[src/rtl/id_ex_if.sv]
// ID->EX stage handshake and payload bundle.
// The master modport is the decode/execute environment; the slave modport is the stage register.
interface id_ex_if #(
    parameter int unsigned DATA_W = 32,
    parameter int unsigned REG_W  = 6,
    parameter int unsigned OP_W   = 4,
    parameter int unsigned CTRL_W = 8
);
    logic              id_valid;
    logic              id_ready;
    logic [OP_W-1:0]   id_opcode;
    logic [CTRL_W-1:0] id_ctrl;
    logic [REG_W-1:0]  id_rd;
    logic [DATA_W-1:0] id_rs_data;
    logic [DATA_W-1:0] id_rt_data;
    logic [DATA_W-1:0] id_imm;
    logic              flush;
    logic              ex_ready;
    logic              ex_valid;
    logic [OP_W-1:0]   ex_opcode;
    logic [CTRL_W-1:0] ex_ctrl;
    logic [REG_W-1:0]  ex_rd;
    logic [DATA_W-1:0] ex_a;
    logic [DATA_W-1:0] ex_b;

    modport master (
        output id_valid, id_opcode, id_ctrl, id_rd, id_rs_data, id_rt_data, id_imm,
        output flush, ex_ready,
        input  id_ready, ex_valid, ex_opcode, ex_ctrl, ex_rd, ex_a, ex_b
    );

    modport slave (
        input  id_valid, id_opcode, id_ctrl, id_rd, id_rs_data, id_rt_data, id_imm,
        input  flush, ex_ready,
        output id_ready, ex_valid, ex_opcode, ex_ctrl, ex_rd, ex_a, ex_b
    );
endinterface

[src/rtl/id_ex_buffer.sv]
// ID->EX pipeline stage register with valid/ready handshake, flush and registered B-operand mux.
// Define IDEX_PERF_EN to build the saturating bubble-cycle counter on perf_bubbles.
module id_ex_buffer #(
    parameter int unsigned DATA_W = 32,
    parameter int unsigned REG_W  = 6,
    parameter int unsigned OP_W   = 4,
    parameter int unsigned CTRL_W = 8
) (
    input  logic        clk,
    input  logic        rst,
    id_ex_if.slave      bus,
    output logic [15:0] perf_bubbles
);
    logic              valid_q, valid_d;
    logic [OP_W-1:0]   opcode_q, opcode_d;
    logic [CTRL_W-1:0] ctrl_q, ctrl_d;
    logic [REG_W-1:0]  rd_q, rd_d;
    logic [DATA_W-1:0] a_q, a_d;
    logic [DATA_W-1:0] b_q, b_d;
    logic              ready;

    assign ready = bus.ex_ready | ~valid_q;

    always_comb begin
        valid_d  = valid_q;
        opcode_d = opcode_q;
        ctrl_d   = ctrl_q;
        rd_d     = rd_q;
        a_d      = a_q;
        b_d      = b_q;
        if (bus.flush) begin
            // Operand data is left in place; only the control side is squashed.
            valid_d  = 1'b0;
            opcode_d = '0;
            ctrl_d   = '0;
            rd_d     = '0;
        end else if (ready) begin
            valid_d = bus.id_valid;
            if (bus.id_valid) begin
                opcode_d = bus.id_opcode;
                ctrl_d   = bus.id_ctrl;
                rd_d     = bus.id_rd;
                a_d      = bus.id_rs_data;
                b_d      = bus.id_ctrl[0] ? bus.id_imm : bus.id_rt_data;
            end else begin
                ctrl_d = '0;
            end
        end
    end

    always_ff @(posedge clk) begin
        if (rst) begin
            valid_q  <= 1'b0;
            opcode_q <= '0;
            ctrl_q   <= '0;
            rd_q     <= '0;
            a_q      <= '0;
            b_q      <= '0;
        end else begin
            valid_q  <= valid_d;
            opcode_q <= opcode_d;
            ctrl_q   <= ctrl_d;
            rd_q     <= rd_d;
            a_q      <= a_d;
            b_q      <= b_d;
        end
    end

    assign bus.id_ready  = ready;
    assign bus.ex_valid  = valid_q;
    assign bus.ex_opcode = opcode_q;
    assign bus.ex_ctrl   = ctrl_q;
    assign bus.ex_rd     = rd_q;
    assign bus.ex_a      = a_q;
    assign bus.ex_b      = b_q;

`ifdef IDEX_PERF_EN
    logic [15:0] perf_q;

    always_ff @(posedge clk) begin
        if (rst) begin
            perf_q <= '0;
        end else if (!valid_d && perf_q != 16'hFFFF) begin
            perf_q <= perf_q + 16'd1;
        end
    end

    assign perf_bubbles = perf_q;
`else
    assign perf_bubbles = 16'h0000;
`endif
endmodule

[src/flat_wrapper.sv]
// flat-port wrapper written by rule: the top's interface ports become plain ports
module id_ex_buffer_flat 
#(
    parameter int unsigned DATA_W = 32,
    parameter int unsigned REG_W  = 6,
    parameter int unsigned OP_W   = 4,
    parameter int unsigned CTRL_W = 8
)
  (clk, rst, perf_bubbles, bus_id_valid, bus_id_opcode, bus_id_ctrl, bus_id_rd, bus_id_rs_data, bus_id_rt_data, bus_id_imm, bus_flush, bus_ex_ready, bus_id_ready, bus_ex_valid, bus_ex_opcode, bus_ex_ctrl, bus_ex_rd, bus_ex_a, bus_ex_b);
  id_ex_if #(.DATA_W(DATA_W), .REG_W(REG_W), .OP_W(OP_W), .CTRL_W(CTRL_W)) bus_i ();
  input  logic clk;
  input  logic rst;
  output logic [15:0] perf_bubbles;
  input wire logic [$bits(bus_i.id_valid)-1:0] bus_id_valid;
  input wire logic [$bits(bus_i.id_opcode)-1:0] bus_id_opcode;
  input wire logic [$bits(bus_i.id_ctrl)-1:0] bus_id_ctrl;
  input wire logic [$bits(bus_i.id_rd)-1:0] bus_id_rd;
  input wire logic [$bits(bus_i.id_rs_data)-1:0] bus_id_rs_data;
  input wire logic [$bits(bus_i.id_rt_data)-1:0] bus_id_rt_data;
  input wire logic [$bits(bus_i.id_imm)-1:0] bus_id_imm;
  input wire logic [$bits(bus_i.flush)-1:0] bus_flush;
  input wire logic [$bits(bus_i.ex_ready)-1:0] bus_ex_ready;
  output wire logic [$bits(bus_i.id_ready)-1:0] bus_id_ready;
  output wire logic [$bits(bus_i.ex_valid)-1:0] bus_ex_valid;
  output wire logic [$bits(bus_i.ex_opcode)-1:0] bus_ex_opcode;
  output wire logic [$bits(bus_i.ex_ctrl)-1:0] bus_ex_ctrl;
  output wire logic [$bits(bus_i.ex_rd)-1:0] bus_ex_rd;
  output wire logic [$bits(bus_i.ex_a)-1:0] bus_ex_a;
  output wire logic [$bits(bus_i.ex_b)-1:0] bus_ex_b;
  assign bus_i.id_valid = bus_id_valid;
  assign bus_i.id_opcode = bus_id_opcode;
  assign bus_i.id_ctrl = bus_id_ctrl;
  assign bus_i.id_rd = bus_id_rd;
  assign bus_i.id_rs_data = bus_id_rs_data;
  assign bus_i.id_rt_data = bus_id_rt_data;
  assign bus_i.id_imm = bus_id_imm;
  assign bus_i.flush = bus_flush;
  assign bus_i.ex_ready = bus_ex_ready;
  assign bus_id_ready = bus_i.id_ready;
  assign bus_ex_valid = bus_i.ex_valid;
  assign bus_ex_opcode = bus_i.ex_opcode;
  assign bus_ex_ctrl = bus_i.ex_ctrl;
  assign bus_ex_rd = bus_i.ex_rd;
  assign bus_ex_a = bus_i.ex_a;
  assign bus_ex_b = bus_i.ex_b;
  id_ex_buffer #(.DATA_W(DATA_W), .REG_W(REG_W), .OP_W(OP_W), .CTRL_W(CTRL_W)) u_core (.clk(clk), .rst(rst), .bus(bus_i), .perf_bubbles(perf_bubbles));
endmodule
[config.mk]
export PLATFORM = sky130hd
export DESIGN_NAME = id_ex_buffer_flat
export DESIGN_NICKNAME = d
export VERILOG_FILES = /design/src/rtl/id_ex_if.sv /design/src/rtl/id_ex_buffer.sv /design/src/flat_wrapper.sv
export SDC_FILE = /design/constraint.sdc
export NUM_CORES = 1
export LEC_CHECK = 0
export BUFFER_PORTS_ARGS = -buffer_cell sky130_fd_sc_hd__clkbuf_2
export CORE_MARGIN = 2
export CORE_UTILIZATION = 43
export DETAILED_ROUTE_END_ITERATION = 10
export MAX_ROUTING_LAYER = met4
export PLACE_DENSITY_LB_ADDON = 0.1
export SETUP_SLACK_MARGIN = 0.1
export SYNTH_ARGS = -nofsm -noshare
export SYNTH_HDL_FRONTEND = slang
export SYNTH_SLANG_ARGS = --single-unit
[constraint.sdc]
create_clock -name clk -period 1.7 [get_ports clk]
set_clock_uncertainty 0.2 [all_clocks]
set_input_delay 0.255 -clock clk [delete_from_list [all_inputs] [get_ports clk]]
set_output_delay 0.255 -clock clk [all_outputs]
set_load 0.01 [all_outputs]
==> results.cfg, run 1 <==
[status]
status = completed

[logic_synthesis]
ys_seq_elements = 83
yosysWarningCount = 0
netlist_instances = 398
ys_types = 24
ys_seq_area_share_pct = 45.79
avgSynthCellArea_um2 = 9.117
synth_area_um2 = 3628

[critical_path]
r2r_setup_slack_ns = 0.19
cp-end-kind = output port
crit_type = register to output port
critical-path-top-delay-family = flip-flops
worst-path-max-fanout = 3
cp-start-kind = register
r2r_cells = 6
cp_num_cells = 4
slowest_stage = dfxtp_2
worstPathCellList = nor2b_4, inv_4, buf_12, buf_6
critical_path_required_ns = 1.24
arrival_ns = 1.12
path_buf_inv = 3
slowest_delay_ns = 0.33

[place]
port_buffers = 202
preCtsSetupSlack_ns = 0.2026
dpl_cell_area_um2 = 4657
gp_congestion = 0.7542
dp_hpwl_mm = 6.918

[drt]
drt_wl_total_mm = 10.70
vias_per_cell = 5.081
detail_route.wl_per_cell_um = 14.42
first_pass_iters = 4
ant_nets = 0
drcViolationCount = 0
drtIter0Drc = 138
vias = 3770

[power_and_ir_drop]
irDropWorstVdd_mv = 0.3918
total_power_mw = 4.071
p_leak_nw = 2.499
powerDensity_nw_per_um2 = 754.9

[min_path]
hold_depth = 3
hold_class = input port to register

[global_route]
grt_pass1_vias = 3487
antenna_found_initial = 0
grt_usage_pct = 23.32
grt_pass1_wl_mm = 16.30
gr-total-overflow = 0
grt_max_degree = 41

[floorplanning]
dieWidth_um = 95.86
start_util_pct = 44.16
die_h_um = 95.86
core-area_um2 = 8217
rows = 33
fp.dieArea_um2 = 9189
io_pins = 219

[timing]
slew_violations = 0
setup_viol = 0
fin_tns_setup_ns = 0
final_hold_viol_count = 0
worst_slack_ns = 0.1238
rsz0062_at_grt = yes
fmax_mhz = 634.5
period_share_pct = 92.71
period_needed_ns = 1.576

[clock_tree]
clkSinkCount = 83
clock_latency_ns = 0.33
htree_num_levels = 3
clkTransAtPathRegs_ns = 0.08
cts_root_buffer = clkbuf_8
cts_made_buffers = 9
cts_max_path_buffers = 2
cts_tree = built

[final_layout]
antennaDiodeCount = 0
final_area_um2 = 5393
final_layout_size_suffix_gt1_share_pct = 40.97
syn_to_final_growth_pct = 48.62
fin_nets = 753

[flow_run]
maxCapViolCount = 0
-- registers in the layout, summed over array words and instances (netlist names) --
name                  cells
u_core.bus.ex_a          32
u_core.bus.ex_b          32
u_core.bus.ex_ctrl        8
u_core.bus.ex_rd          6
u_core.bus.ex_opcode      4
u_core.bus.ex_valid       1
-- repair_timing --
item	4_1_cts	5_1_grt
buffers inserted	2	1
setup endpoints to repair	1	3
gates resized for setup	2	3
hold buffers	49	0
cloned	2	0
endpoints found under the hold margin	49	0
-- power by group --
group,switching (mW),internal (mW)
clock network,0.650,0.505
registers,0.0541,2.05
logic,0.403,0.413
-- cells by family (layout without fill, tap and decap cells) --
kind of cell | Yosys count | in the layout | share of synthesized area (%)
muxes | 32 | 32 | 8.828
other | 1 | 16 | 0.1033
and+or+nand+nor | 63 | 63 | 8.587
DFF | 83 | 83 | 45.79
buffers and inverters | 62 | 286 | 10.28
AOI/OAI and AO/OA | 157 | 157 | 26.41
-- metrics by stage --
stage / hold WS (ns) / util, % / cells
2_1_floorplan: 0.2027 / - / 413
3_3_place_gp: 0.2396 / 56.68 / 674
3_5_place_dp: 0.2462 / 56.68 / 674
4_1_cts: 0.01611 / 65.46 / 741
5_1_grt: 0.04616 / 65.63 / 742
6_report: 0.03475 / 65.63 / 742
-- cells in the final DEF (no fill, tap or decap), drive strengths merged --
cell / Yosys / layout
a211oi: 32 / 32
a21oi: 83 / 83
buf: 42 / 18
bufbuf: 0 / 2
clkbuf: 18 / 211
clkinv: 0 / 4
conb: 1 / 16
dfxtp: 83 / 83
dlygate4sd3: 0 / 49
inv: 2 / 2
mux2i: 32 / 32
nand2: 8 / 8
nand2b: 1 / 1
nand3: 50 / 50
nor2: 1 / 1
nor2b: 2 / 2
o21ai: 42 / 42
or2: 1 / 1
-- tightest hold or removal path, cell delays in order --
cell and delay, ns:
clkbuf_2 0.08, mux2i_1 0.11, a211oi_1 0.08
-- area by class of cell --
| class | count | area, um2 |
|---|---|---|
| Fill cell | 723 | 2824 |
| Timing Repair Buffer | 270 | 1775 |
| Multi-Input combinational cell | 268 | 1665 |
| Sequential cell | 83 | 1663 |
| Tap cell | 105 | 131.4 |
| Clock buffer | 10 | 127.6 |
| Clock inverter | 4 | 20.02 |
| Inverter | 2 | 10.01 |
-- metal layers --
metal  wire length (um)  global-route usage (%)
met2               5288                   38.87
met1               4486                   28.24
met5                  0                       -
met4                236                   10.24
met3                686                   3.132
-- synth_stat cells --
library cell | number | share of area (%)
a211oi_1 | 21 | 4.3
mux2i_1 | 32 | 8.8
nand3_1 | 50 | 6.9
clkbuf_2 | 1 | 0.14
buf_2 | 12 | 1.7
nand2_1 | 8 | 0.83
o21ai_1 | 3 | 0.41
o21ai_0 | 39 | 5.4
clkbuf_4 | 1 | 0.21
clkbuf_1 | 16 | 1.7
a21oi_2 | 10 | 2.4
conb_1 | 1 | 0.10
nor2b_1 | 2 | 0.34
buf_6 | 3 | 0.93
a21oi_1 | 73 | 10
nor2_2 | 1 | 0.17
buf_4 | 26 | 5.4
or2_2 | 1 | 0.17
dfxtp_1 | 83 | 46
inv_1 | 1 | 0.10
nand2b_1 | 1 | 0.17
inv_2 | 1 | 0.10
a211oi_2 | 11 | 3.8
buf_1 | 1 | 0.10
-- path summary, 6_finish.rpt --
check | startpoint | endpoint
max | u_core.bus.ex_valid | bus_id_ready
min | bus_id_rt_data[29] | u_core.bus.ex_b[29]
max reg2reg | u_core.bus.ex_valid | u_core.bus.ex_rd[1]
min reg2reg | u_core.bus.ex_ctrl[1] | u_core.bus.ex_ctrl[1]
(Power assumes the default switching activity.)
==> run 2: changes to the inputs <==
==> constraint.sdc (replaced) <==
create_clock -name clk -period 1.7 [get_ports clk]
set_clock_uncertainty 0.2 [all_clocks]
set_input_delay 0.17 -clock clk [delete_from_list [all_inputs] [get_ports clk]]
set_output_delay 0.17 -clock clk [all_outputs]
set_load 0.01 [all_outputs]
==> results.cfg, run 2 (synthesized netlist as in run 1, its figures left out) <==
[status]
status = complete, but fails checks
failed_checks = negative hold slack

[power_and_ir_drop]
powerDensity_nw_per_um2 = 745.6
p_leak_nw = 2.671
irDropWorstVdd_mv = 0.4148
pwr-share-seq_pct = 47.8
power.internal_mw = 3.201
clkPwrFrac_pct = 30.7
switching_share_pct = 27.21
p_switching_mw = 1.197
comb_power_share_pct = 21.5

[final_layout]
final_area_um2 = 5898
final_common_cell = clkbuf_2
mostFrequentLayoutCells = 201 x clkbuf_2, 84 x dlygate4sd3_1, 82 x dfxtp_1, 73 x a21oi_1, 50 x nand3_1
final_layout_size_suffix_gt1_share_pct = 41.69
fin_nets = 789
syn_to_final_growth_pct = 62.55
antennaDiodeCount = 0

[flow_run]
maxCapViolCount = 0

[global_route]
grt_usage_pct = 25.86
grt_max_degree = 41
grt_pass1_vias = 3851
gr-total-overflow = 0
grt_pass1_wl_mm = 18.12
antenna_found_initial = 0

[place]
port_buffers = 202
gp_congestion = 0.7255
dp_hpwl_mm = 6.850
dpl_cell_area_um2 = 4637

[floorplanning]
rows = 33
core-area_um2 = 8217
io_pins = 219
fp.dieArea_um2 = 9189
die_h_um = 95.86
start_util_pct = 44.16
dieWidth_um = 95.86

[timing]
period_needed_ns = 1.599
fin_tns_setup_ns = 0
rsz0062_at_grt = yes
period_share_pct = 94.04
final_hold_viol_count = 1
setup_viol = 0
hold_ws_ns = -0.0007624
fmax_mhz = 625.5
slew_violations = 0

[critical_path]
r2r_setup_slack_ns = 0.17
r2r-end = u_core.bus.ex_b[23]
critical_path_required_ns = 1.72
cp-start-kind = input port
cp-end-kind = register
r2r_start = u_core.bus.ex_valid
r2r_cells = 6
arrival_ns = 1.62
crit_type = input port to register
worst-path-max-fanout = 1

[min_path]
hold_depth = 3
hold_path_end = u_core.bus.ex_b[4]
hold_class = input port to register
hold_start = bus_id_imm[4]

[clock_tree]
cts_made_buffers = 9
cts_tree = built
clock_latency_ns = 0.33
clkTransAtPathRegs_ns = 0.08
htree_num_levels = 3
cts_root_buffer = clkbuf_8
cts_max_path_buffers = 2
clkSinkCount = 83

[drt]
detail_route.wl_per_cell_um = 15.45
vias = 4042
ant_nets = 0
drcViolationCount = 0
drtIter0Drc = 155
first_pass_iters = 4
drt_wl_total_mm = 12.03
vias_per_cell = 5.189
run 2: changes by cell type in the layout (fill, tap and decap cells not counted), moves of 2 or more:
cell,change
a211oi_2,+16
dlygate4sd3_1,+35
clkinvlp_4,+2
a211oi_1,-17
clkinv_2,-2
run 2: layer usage:
metal / up-vias / track usage (%) / share of wire [%]
li1: 1947 / - / -
met1: 1885 / 30.42 / 40
met2: 189 / 44.35 / 52
met3: 21 / 4.229 / 6.9
met4: 0 / 9.881 / 1.7
met5: - / - / 0
run 2: what timing repair did:
action	4_1_cts	5_1_grt
hold endpoints to repair	74	0
pin swaps	0	3
buffers inserted	1	3
cloned	2	1
endpoints found under the setup margin	1	33
hold buffers	94	0
gates resized for setup	2	24
run 2: area by class of cell:
class | count | area, um2
clock buffer | 10 | 127.6
sequential | 83 | 1663
inverter | 2 | 10.01
tap | 105 | 131.4
timing repair buffer | 306 | 2145
fill | 645 | 2318
clock inverter | 5 | 55.05
multi-input combinational | 268 | 1767
run 2: worst max-delay path: stages:
cell and delay (ns):
dlygate4sd3_1 0.54, clkbuf_2 0.10, mux2i_1 0.10, dlygate4sd3_1 0.63
a211oi_4 0.07
run 2: worst max-delay path by stage:
stage / start / endpoint / depth (start not counted)
6_report: bus_id_rt_data[1] / u_core.bus.ex_b[1] / 5
5_1_grt: bus_id_rt_data[1] / u_core.bus.ex_b[1] / 5
4_1_cts: u_core.bus.ex_valid / bus_id_ready / 4
3_5_place_dp: u_core.bus.ex_valid / u_core.bus.ex_b[19] / 5
3_3_place_gp: u_core.bus.ex_valid / u_core.bus.ex_b[28] / 5
2_1_floorplan: u_core.bus.ex_valid / u_core.bus.ex_b[10] / 7
run 2: stage by stage:
| stage | util [%] | hold slack (ns) | cells | setup WS [ns] | power [mW] |
|---|---|---|---|---|---|
| 3_5_place_dp | 56.43 | 0.2153 | 673 | 0.2350 | 2.852 |
| 5_1_grt | 71.78 | 0.01051 | 779 | 0.08234 | 4.607 |
| 2_1_floorplan | - | 0.1177 | 413 | 0.2415 | 2.561 |
| 4_1_cts | 71.04 | 0.0002608 | 785 | 0.1115 | 4.406 |
| 3_3_place_gp | 56.43 | 0.2106 | 673 | 0.2913 | 2.838 |
| 6_report | 71.78 | -0.0007624 | 779 | 0.1012 | 4.398 |
run 2: power by group through the flow:
stage / logic (mW) / registers (mW) / clock network (mW)
global placement: 0.696 / 2.14 / 0
CTS: 0.907 / 2.10 / 1.40
detailed placement: 0.708 / 2.14 / 0
floorplan: 0.373 / 2.19 / 0
finish: 0.947 / 2.10 / 1.35
global route: 1.03 / 2.11 / 1.46
